--- src/rtl/uart_rx.sv ---
// 8N1 serial receiver with mid-bit sampling, start/stop checking and a
// one-deep valid/ready holding register for the received byte.
`timescale 1ns/1ps
module uart_rx #(
    parameter int CLK_FREQ = 40_000_000,
    parameter int BAUD     = 9600
) (
    input  logic       clk,
    input  logic       rst_n,
    input  logic       rs232_rx,
    output logic [7:0] rx_data,
    output logic       rx_valid,
    input  logic       rx_ready,
    output logic       rx_frame_err,
    output logic       rx_overrun,
    output logic       rx_busy
);

    localparam int CLKS_PER_BIT = CLK_FREQ / BAUD;
    localparam int HALF_BIT     = CLKS_PER_BIT / 2;
    localparam int CW           = $clog2(CLKS_PER_BIT);
    localparam logic [CW-1:0] CNT_LAST = CW'(CLKS_PER_BIT - 1);
    localparam logic [CW-1:0] CNT_HALF = CW'(HALF_BIT - 1);
    localparam logic [CW-1:0] CNT_ONE  = CW'(1);

    typedef enum logic [1:0] {
        IDLE  = 2'd0,
        START = 2'd1,
        DATA  = 2'd2,
        STOP  = 2'd3
    } state_t;

    state_t          state_r;
    logic [CW-1:0]   cnt_r;
    logic [2:0]      bit_idx_r;
    logic [7:0]      shreg_r;
    logic            sync1_r;
    logic            rx_s_r;
    logic            rx_s_d_r;
    logic            fall_s;
    logic            stop_smp_s;
    logic            offer_s;
    logic            ferr_s;

    // Two-flop synchronizer plus one delay stage for edge detection; idle-high reset.
    always_ff @(posedge clk or negedge rst_n) begin
        if (!rst_n) begin
            sync1_r  <= 1'b1;
            rx_s_r   <= 1'b1;
            rx_s_d_r <= 1'b1;
        end else begin
            sync1_r  <= rs232_rx;
            rx_s_r   <= sync1_r;
            rx_s_d_r <= rx_s_r;
        end
    end

    // Start edge detection and stop-bit sample decode.
    always_comb begin
        fall_s     = rx_s_d_r & ~rx_s_r;
        stop_smp_s = (state_r == STOP) && (cnt_r == CNT_LAST);
        offer_s    = stop_smp_s & rx_s_r;
        ferr_s     = stop_smp_s & ~rx_s_r;
    end

    // Frame FSM: bit timing, shifting and the busy flag.
    always_ff @(posedge clk or negedge rst_n) begin
        if (!rst_n) begin
            state_r   <= IDLE;
            cnt_r     <= '0;
            bit_idx_r <= 3'd0;
            shreg_r   <= 8'h00;
            rx_busy   <= 1'b0;
        end else begin
            case (state_r)
                IDLE: begin
                    // Only a high-to-low transition starts a frame, never a level.
                    if (fall_s) begin
                        state_r <= START;
                        cnt_r   <= '0;
                        rx_busy <= 1'b1;
                    end else begin
                        rx_busy <= 1'b0;
                    end
                end
                START: begin
                    if (cnt_r == CNT_HALF) begin
                        cnt_r <= '0;
                        if (!rx_s_r) begin
                            state_r   <= DATA;
                            bit_idx_r <= 3'd0;
                        end else begin
                            state_r <= IDLE;
                            rx_busy <= 1'b0;
                        end
                    end else begin
                        cnt_r <= cnt_r + CNT_ONE;
                    end
                end
                DATA: begin
                    if (cnt_r == CNT_LAST) begin
                        shreg_r   <= {rx_s_r, shreg_r[7:1]};
                        cnt_r     <= '0;
                        bit_idx_r <= bit_idx_r + 3'd1;
                        if (bit_idx_r == 3'd7) begin
                            state_r <= STOP;
                        end else begin
                            state_r <= DATA;
                        end
                    end else begin
                        cnt_r <= cnt_r + CNT_ONE;
                    end
                end
                STOP: begin
                    // Return to IDLE at the stop sample so a back-to-back start is caught.
                    if (cnt_r == CNT_LAST) begin
                        state_r <= IDLE;
                        cnt_r   <= '0;
                        rx_busy <= 1'b0;
                    end else begin
                        cnt_r <= cnt_r + CNT_ONE;
                    end
                end
                default: begin
                    state_r <= IDLE;
                    cnt_r   <= '0;
                    rx_busy <= 1'b0;
                end
            endcase
        end
    end

    // Holding register with overrun and framing-error pulses.
    always_ff @(posedge clk or negedge rst_n) begin
        if (!rst_n) begin
            rx_data      <= 8'h00;
            rx_valid     <= 1'b0;
            rx_frame_err <= 1'b0;
            rx_overrun   <= 1'b0;
        end else begin
            rx_frame_err <= ferr_s;
            rx_overrun   <= 1'b0;
            if (offer_s) begin
                if (!rx_valid || rx_ready) begin
                    rx_data  <= shreg_r;
                    rx_valid <= 1'b1;
                end else begin
                    rx_overrun <= 1'b1;
                end
            end else if (rx_valid && rx_ready) begin
                rx_valid <= 1'b0;
            end else begin
                rx_valid <= rx_valid;
            end
        end
    end

endmodule

--- config.mk ---
export PLATFORM = sky130hd
export DESIGN_NAME = uart_rx
export DESIGN_NICKNAME = d
export VERILOG_FILES = /design/src/rtl/uart_rx.sv
export SDC_FILE = /design/constraint.sdc
export NUM_CORES = 1
export LEC_CHECK = 0
export BUFFER_PORTS_ARGS = -buffer_cell sky130_fd_sc_hd__clkbuf_2
export CAP_MARGIN = 20
export CORE_AREA = 2 2 59 61
export CTS_CLUSTER_SIZE = 16
export DETAILED_ROUTE_END_ITERATION = 6
export DIE_AREA = 0 0 61 63
export PLACE_DENSITY = 0.8
export SLEW_MARGIN = 20
export SYNTH_ARGS = -nofsm -noshare
export SYNTH_HDL_FRONTEND = slang
export SYNTH_SLANG_ARGS = --single-unit
--- constraint.sdc ---
create_clock -name clk -period 4.6 [get_ports clk]
set_input_delay 0.69 -clock clk [delete_from_list [all_inputs] [get_ports clk]]
set_output_delay 0.69 -clock clk [all_outputs]
set_load 0.01 [all_outputs]
==> metrics.csv, run 1 <==
stage,metric,value,unit
clock_network,H-Tree Depth,2,
clock_network,Resized cells post-CTS,0,
detailed_routing,number of optimization iterations in the first detailed-route pass,4,
synthesis,area fraction of the dominant cell type after synthesis,0.496,
cells_and_area,antenna diode count,0,
power,power per standard cell area,378,mW/mm²
synthesis,proportion of synthesized chip area in sequential cells,0.537,
detailed_routing,number of vias in the routed layout,1402,
synthesis,most frequent cell after synthesis,sky130_fd_sc_hd__dfrtp_1,
detailed_routing,number of nets with antenna violations after detailed routing,0,
cells_and_area,area taken by multi-input logic gates,838,µm²
power,static leakage power,0.949,nW
synthesis,Post-Synthesis Cell Area,0.00192,mm²
synthesis,Commonest cells post-synth,"sky130_fd_sc_hd__dfrtp_1 (38), sky130_fd_sc_hd__nand2_1 (20), sky130_fd_sc_hd__mux2_2 (16), sky130_fd_sc_hd__a31oi_1 (9), sky130_fd_sc_hd__nor2_1 (8)",
synthesis,top area cells in the synthesized netlist,"sky130_fd_sc_hd__dfrtp_1 (50%), sky130_fd_sc_hd__mux2_2 (9.4%), sky130_fd_sc_hd__dfstp_2 (4.1%), sky130_fd_sc_hd__nand2_1 (3.9%), sky130_fd_sc_hd__ha_1 (3.3%)",
detailed_routing,remaining routing DRC violations,0,
clock_network,Skew-Pair Late Insertion Delay,0.35,ns
grt,global-route wire length before repair,5960,µm
timing,count of endpoints failing hold in the final timing report,0,
setup_path,cell count of the worst reg-to-reg path,5,
detailed_routing,Total Wirelength,3640,µm
cells_and_area,final cell count without fillers,236,
floorplanning,effective utilization at floorplan,0.593,
cells_and_area,Seq. cell area,0.00103,mm²
grt,maximum number of pins on one net before global-route repair,42,
synthesis,synthesized area divided by synthesized cell count,11.1,µm²
timing,period utilisation layout,0.596,
synthesis,total of flip-flops plus latches after synthesis,41,
floorplanning,row count,21,
synthesis,"FFs w/ async S/R, synth",1.00,
placement,number of placed instances with taps included,228,
placement,GP Congestion,0.857,
timing,maximum achievable frequency,365,MHz
timing,worst slew margin relative to its limit,0.348,
cells_and_area,fraction of layout instances using a drive strength above 1,0.247,
synthesis,count of distinct cell types in the synthesized netlist,43,
cells_and_area,share of the core filled with cells in the final layout,0.643,
detailed_routing,average detailed-routed wire length per instance,15.4,µm
cells_and_area,Filler cells,258,
timing,maximum clock skew at final layout,0.00988,ns
placement,HPWL Detailed,2510,µm
cells_and_area,area added between synthesis and finish,8.42,%
outcome,result of the run,"complete, no violations",
clock_network,clock edge transition at the registers on the reported setup and hold paths,0.12,ns
clock_network,CTS tree,yes,
setup_path,Worst Setup End Kind,register,
clock_network,number of buffers inserted by hold repair at cts,0,
floorplanning,floorplan die width,61,µm
power,maximum vdd drop,282,µV
placement,cell area reported after detailed placement,0.00202,mm²
floorplanning,core box area,0.00323,mm²
timing,Setup WS post-layout,1.86,ns
synthesis,Yosys warning count,0,
synthesis,post-synthesis instance total,173,
setup_path,Setup crit start kind,register,
clock_network,TritonCTS Buffers,5,
floorplanning,ports placed on the boundary,16,
timing,transition time at the pin with the least slew margin,0.979,ns
timing,Max Slew Vio Count,0,
cells_and_area,final cell area excluding filler cells,0.00208,mm²
placement,Placement Setup Slack,1.91,ns
setup_path,CP required,4.84,ns
grt,number of antenna violations at the first check in global routing,0,
synthesis,total nets after synthesis,182,
setup_path,arrival time worst endpoint,2.98,ns
synthesis,number of synthesized flops with an enable pin,0,
grt,via count of the first global-routing pass,1327,
synthesis,leading register cell type out of synthesis,sky130_fd_sc_hd__dfrtp_1,
clock_network,Post-CTS Setup Inserts,0,
floorplanning,die footprint,0.00384,mm²
clock_network,clock root buffer,sky130_fd_sc_hd__clkbuf_4,
synthesis,biggest area consumer among synthesized cells,sky130_fd_sc_hd__dfrtp_1,
floorplanning,DIE HEIGHT,63,µm
detailed_routing,violation count after the first detailed-routing iteration,78,
setup_path,category of the most critical setup path,reg2reg,
grt,All-Layer GR Usage,0.210,
hold_path,worst hold path cell count,0,
placement,IO buf count,15,
timing,Setup Total Neg Slack,0,ns
setup_path,Max Fanout on Critical Path,7,
timing,number of setup violations in the final report,0,
clock_network,clock sinks,41,
timing,setup repair after global routing missed its margin,false,
grt,GRT Residual Overflow,0,
job,max-cap violations,0,
cells_and_area,Final #Nets,198,
timing,crit path time final,2.74,ns
detailed_routing,mean number of vias per cell,5.94,
clock_network,Max Root-Sink Buffers,2,
hold_path,worst hold path type,reg2reg,
## cell families (layout without fill, tap and decap cells)
logic type	count (synthesis)	after routing	share of synthesized area
xor+xnor	1	1	0.00457
simple gates	62	62	0.174
flops	41	41	0.537
buf+inv	12	29	0.0255
mux	18	18	0.104
compound gates	34	34	0.121
fa+ha+maj	5	5	0.0326
## registers in the layout, indices dropped and copies added, names as in the netlist, named ones only
signal	cells
cnt_r	13
rx_data	8
shreg_r	8
bit_idx_r	3
rx_busy	1
rx_frame_err	1
rx_overrun	1
rx_s_d_r	1
rx_s_r	1
rx_valid	1
state_r	1
sync1_r	1
## final timing paths
kind | slack, ns | endpoint | start
setup reg to reg | 1.86 | cnt_r[5] | cnt_r[7]
min in group asynchronous | 0.48 | rx_data[2] | rst_n
max in group asynchronous | 3.52 | cnt_r[1] | rst_n
hold / removal | 0.37 | rx_s_r | sync1_r
setup / recovery | 1.86 | cnt_r[5] | cnt_r[7]
hold reg to reg | 0.37 | rx_s_r | sync1_r
## through the flow
step | power, mW | hold slack (ns)
floorplan | 0.566 | 0.345
global placement | 0.605 | 0.346
detailed placement | 0.616 | 0.353
CTS | 0.790 | 0.370
global route | 0.836 | 0.374
finish | 0.786 | 0.368
## critical path: stages (launching register included)
cell and delay, ns:
sky130_fd_sc_hd__dfrtp_1 0.47, sky130_fd_sc_hd__or4_4 0.60, sky130_fd_sc_hd__or4_1 0.66, sky130_fd_sc_hd__a22oi_1 0.56
sky130_fd_sc_hd__o21ai_1 0.16, sky130_fd_sc_hd__a22o_1 0.20
## cell usage in the layout, fill, tap and decap left out, types with 2 or more instances in the layout
master	instances
sky130_fd_sc_hd__a21oi_1	6
sky130_fd_sc_hd__a22o_1	2
sky130_fd_sc_hd__a31oi_1	9
sky130_fd_sc_hd__a41oi_1	2
sky130_fd_sc_hd__and2_1	2
sky130_fd_sc_hd__clkbuf_2	15
sky130_fd_sc_hd__clkbuf_4	5
sky130_fd_sc_hd__clkinv_2	2
sky130_fd_sc_hd__dfrtp_1	38
sky130_fd_sc_hd__dfstp_2	3
sky130_fd_sc_hd__ha_1	5
sky130_fd_sc_hd__inv_1	6
sky130_fd_sc_hd__mux2_2	16
sky130_fd_sc_hd__mux2i_1	2
sky130_fd_sc_hd__nand2_1	20
sky130_fd_sc_hd__nand2b_1	4
sky130_fd_sc_hd__nand3_1	5
sky130_fd_sc_hd__nand4_1	3
sky130_fd_sc_hd__nor2_1	8
sky130_fd_sc_hd__nor2b_1	2
sky130_fd_sc_hd__nor3_1	4
sky130_fd_sc_hd__nor4_1	3
sky130_fd_sc_hd__o21ai_0	5
sky130_fd_sc_hd__or2_2	2
sky130_fd_sc_hd__or4_1	2
## layer usage
metal	share of wire	vias to the layer above	GRT usage
met5	0	-	0
met4	0.032	0	0.101
met3	0.048	14	0.0497
met2	0.52	44	0.341
met1	0.40	676	0.255
li1	-	668	-
## cell type report
cell class                 instances  share of cell area
clock buffer                       5              0.0181
clock inverter                     3             0.00843
inverter                           6              0.0108
multi-input combinational        120               0.403
sequential                        41               0.495
tap                               46              0.0277
timing repair buffer              15              0.0361
## report_power, final
part	total (mW)	switching [mW]	leakage, nW	internal [mW]
registers	0.432	0.0438	0.554	0.388
clock network	0.173	0.115	0.0310	0.0577
logic	0.181	0.112	0.364	0.0696
total	0.786	0.270	0.949	0.516
No activity file was read; power rests on OpenSTA's default activity.
==> inputs of run 2 (changes only) <==
Settings changed: CORE_AREA 2 2 59 61 to 2 2 64 66, DIE_AREA 0 0 61 63 to 0 0 66 68, PLACE_DENSITY 0.8 to 0.72.
Clock period 4.6 ns to 2.4 ns, I/O delays scaled along.
==> run 2 against run 1 <==
Compared with the run above:
- final cell count rose by 11%
- worst hold slack worse by 0.22 ns
- sequential power increased by 87%
- non-clock buffer count increased by 21
- critical endpoint is now cnt_r[9]
- clock skew down 0.0059 ns
==> metrics.csv, run 2 (synthesis gave the netlist of run 1 again) <==
stage,metric,value,unit
setup_path,Setup crit start kind,register,
setup_path,startpoint of the lowest-slack register-to-register path,cnt_r[4],
cells_and_area,fraction of layout instances using a drive strength above 1,0.351,
floorplanning,effective utilization at floorplan,0.497,
placement,HPWL Detailed,2790,µm
detailed_routing,remaining routing DRC violations,0,
setup_path,cell count of the worst reg-to-reg path,5,
grt,number of antenna violations at the first check in global routing,0,
setup_path,register-to-register path setup slack,0.04,ns
setup_path,sum of buffers and inverters on the critical path,0,
power,static leakage power,1.10,nW
setup_path,endpoint of the worst register-to-register path,cnt_r[9],
cells_and_area,Filler cells,297,
cells_and_area,antenna diode count,0,
detailed_routing,average detailed-routed wire length per instance,15.9,µm
outcome,result of the run,"complete, no violations",
clock_network,clock edge transition at the registers on the reported setup and hold paths,0.08,ns
timing,worst slew margin relative to its limit,0.403,
setup_path,critical-path cell list,or4_4 > or4_4 > a22o_4 > and3_4 > a221o_1,
clock_network,TritonCTS Buffers,5,
hold_path,worst hold path type,in2reg,
detailed_routing,violation count after the first detailed-routing iteration,136,
detailed_routing,number of vias in the routed layout,1489,
setup_path,kind of cell adding the most delay to the critical path,simple AND/OR/NAND/NOR gates,
timing,maximum clock skew at final layout,0.00400,ns
grt,maximum number of pins on one net before global-route repair,42,
detailed_routing,number of nets with antenna violations after detailed routing,0,
detailed_routing,number of optimization iterations in the first detailed-route pass,4,
timing,Hold WS,0.144,ns
floorplanning,core box area,0.00386,mm²
setup_path,Worst Setup End Kind,register,
clock_network,clock root buffer,sky130_fd_sc_hd__clkbuf_8,
setup_path,Crit-path slowest cell,sky130_fd_sc_hd__or4_4,
setup_path,highest cell delay on the worst timing path,0.58,ns
timing,Max Slew Vio Count,0,
setup_path,Max Fanout on Critical Path,6,
placement,GP Congestion,0.849,
power,Final Total Pwr,1.97,mW
cells_and_area,final cell area excluding filler cells,0.00237,mm²
hold_path,Worst Hold Launch,rs232_rx,
timing,Setup Total Neg Slack,0,ns
hold_path,Hold Crit Endpoint,sync1_r,
timing,count of endpoints failing hold in the final timing report,0,
cells_and_area,Seq. cell area,0.00103,mm²
floorplanning,die footprint,0.00449,mm²
cells_and_area,most frequent standard cell in the layout excluding fill and tap cells,sky130_fd_sc_hd__dfrtp_1,
setup_path,arrival time worst endpoint,2.54,ns
cells_and_area,"top library cells by usage in the layout, fill and taps aside","sky130_fd_sc_hd__dfrtp_1 (38), sky130_fd_sc_hd__nand2_1 (20), sky130_fd_sc_hd__buf_4 (18), sky130_fd_sc_hd__mux2_2 (16), sky130_fd_sc_hd__clkbuf_2 (14)",
grt,All-Layer GR Usage,0.202,
grt,GRT Residual Overflow,0,
clock_network,H-Tree Depth,2,
timing,setup repair after global routing missed its margin,false,
cells_and_area,flip-flop count of the largest register after layout,13,
placement,cell area reported after detailed placement,0.00216,mm²
clock_network,clock sinks,41,
grt,via count of the first global-routing pass,1453,
timing,maximum achievable frequency,424,MHz
setup_path,"most used cell, CP",sky130_fd_sc_hd__or4_4,
floorplanning,ports placed on the boundary,16,
cells_and_area,area taken by multi-input logic gates,872,µm²
clock_network,Skew-Pair Late Insertion Delay,0.29,ns
timing,number of setup violations in the final report,0,
grt,global-route wire length before repair,6800,µm
cells_and_area,largest registers,"cnt_r x13, rx_data x8, shreg_r x8",
floorplanning,floorplan die width,66,µm
timing,transition time at the pin with the least slew margin,0.895,ns
hold_path,worst hold path cell count,1,
clock_network,number of buffers inserted by hold repair at cts,0,
setup_path,CP required,2.58,ns
cells_and_area,register ranked first by flip-flop count,cnt_r,
floorplanning,DIE HEIGHT,68,µm
clock_network,Max Root-Sink Buffers,2,
timing,crit path time final,2.36,ns
clock_network,CTS tree,yes,
power,power per standard cell area,829,mW/mm²
power,maximum vdd drop,332,µV
cells_and_area,area added between synthesis and finish,23.8,%
timing,period utilisation layout,0.984,
job,max-cap violations,0,
detailed_routing,mean number of vias per cell,5.70,
cells_and_area,Final #Nets,219,
setup_path,category of the most critical setup path,reg2reg,
detailed_routing,Total Wirelength,4150,µm
placement,IO buf count,15,
floorplanning,row count,23,
[run 2: worst max path at each step]
stage / slack (ns) / start / end / cells past startpoint
after floorplan: -0.04 / cnt_r[7] / rx_data[0] / 5
after global placement: -0.008 / cnt_r[7] / cnt_r[9] / 5
after detailed placement: -0.06 / cnt_r[7] / cnt_r[9] / 5
after CTS: 0.009 / cnt_r[7] / cnt_r[9] / 6
after global routing: 0.01 / cnt_r[4] / cnt_r[9] / 5
final: 0.04 / cnt_r[4] / cnt_r[9] / 5
[run 2: per-stage QoR]
| stage | setup WS [ns] | utilization | cells |
|---|---|---|---|
| after CTS | 0.00914 | 0.602 | 258 |
| after global placement | -0.00785 | 0.560 | 248 |
| after floorplan | -0.0429 | - | 173 |
| final | 0.0396 | 0.616 | 261 |
| after global routing | 0.0127 | 0.616 | 261 |
| after detailed placement | -0.0606 | 0.560 | 248 |
[run 2: area by class of cell]
class	instances	area share
Clock buffer	5	0.0290
Clock inverter	3	0.0274
Sequential cell	41	0.434
Timing Repair Buffer	36	0.106
Multi-Input combinational cell	120	0.367
Inverter	6	0.00949
Tap cell	50	0.0264
[run 2: repair_timing]
action / in CTS / in global routing
endpoints found under the setup margin: 12 / 8
pin swaps: 1 / 4
buffers inserted: 2 / 3
gates resized for setup: 4 / 7
[run 2: metal layers]
layer  vias up  share of wire  global-route usage  routed length [µm]
met3        11          0.044              0.0444                 182
met1       725           0.42               0.255                1740
met2        45           0.51               0.336                2120
met4         0          0.023              0.0867                  97
met5         -              0                   0                   0
li1        708              -                   -                   -
[run 2: report_power, final]
group	total (mW)	internal, mW	leakage, nW	switching, mW
clock	0.643	0.413	0.0681	0.230
sequential	0.807	0.745	0.554	0.0626
combinational	0.519	0.239	0.482	0.279
total	1.97	1.40	1.10	0.572
[run 2: worst register-to-register path: cells and delay by family, from the launching register on]
| kind | cells | cell delay (ns) |
|---|---|---|
| DFF | 1 | 0.39 |
| AOI/OAI and AO/OA | 2 | 0.57 |
| and+or+nand+nor | 3 | 1.29 |
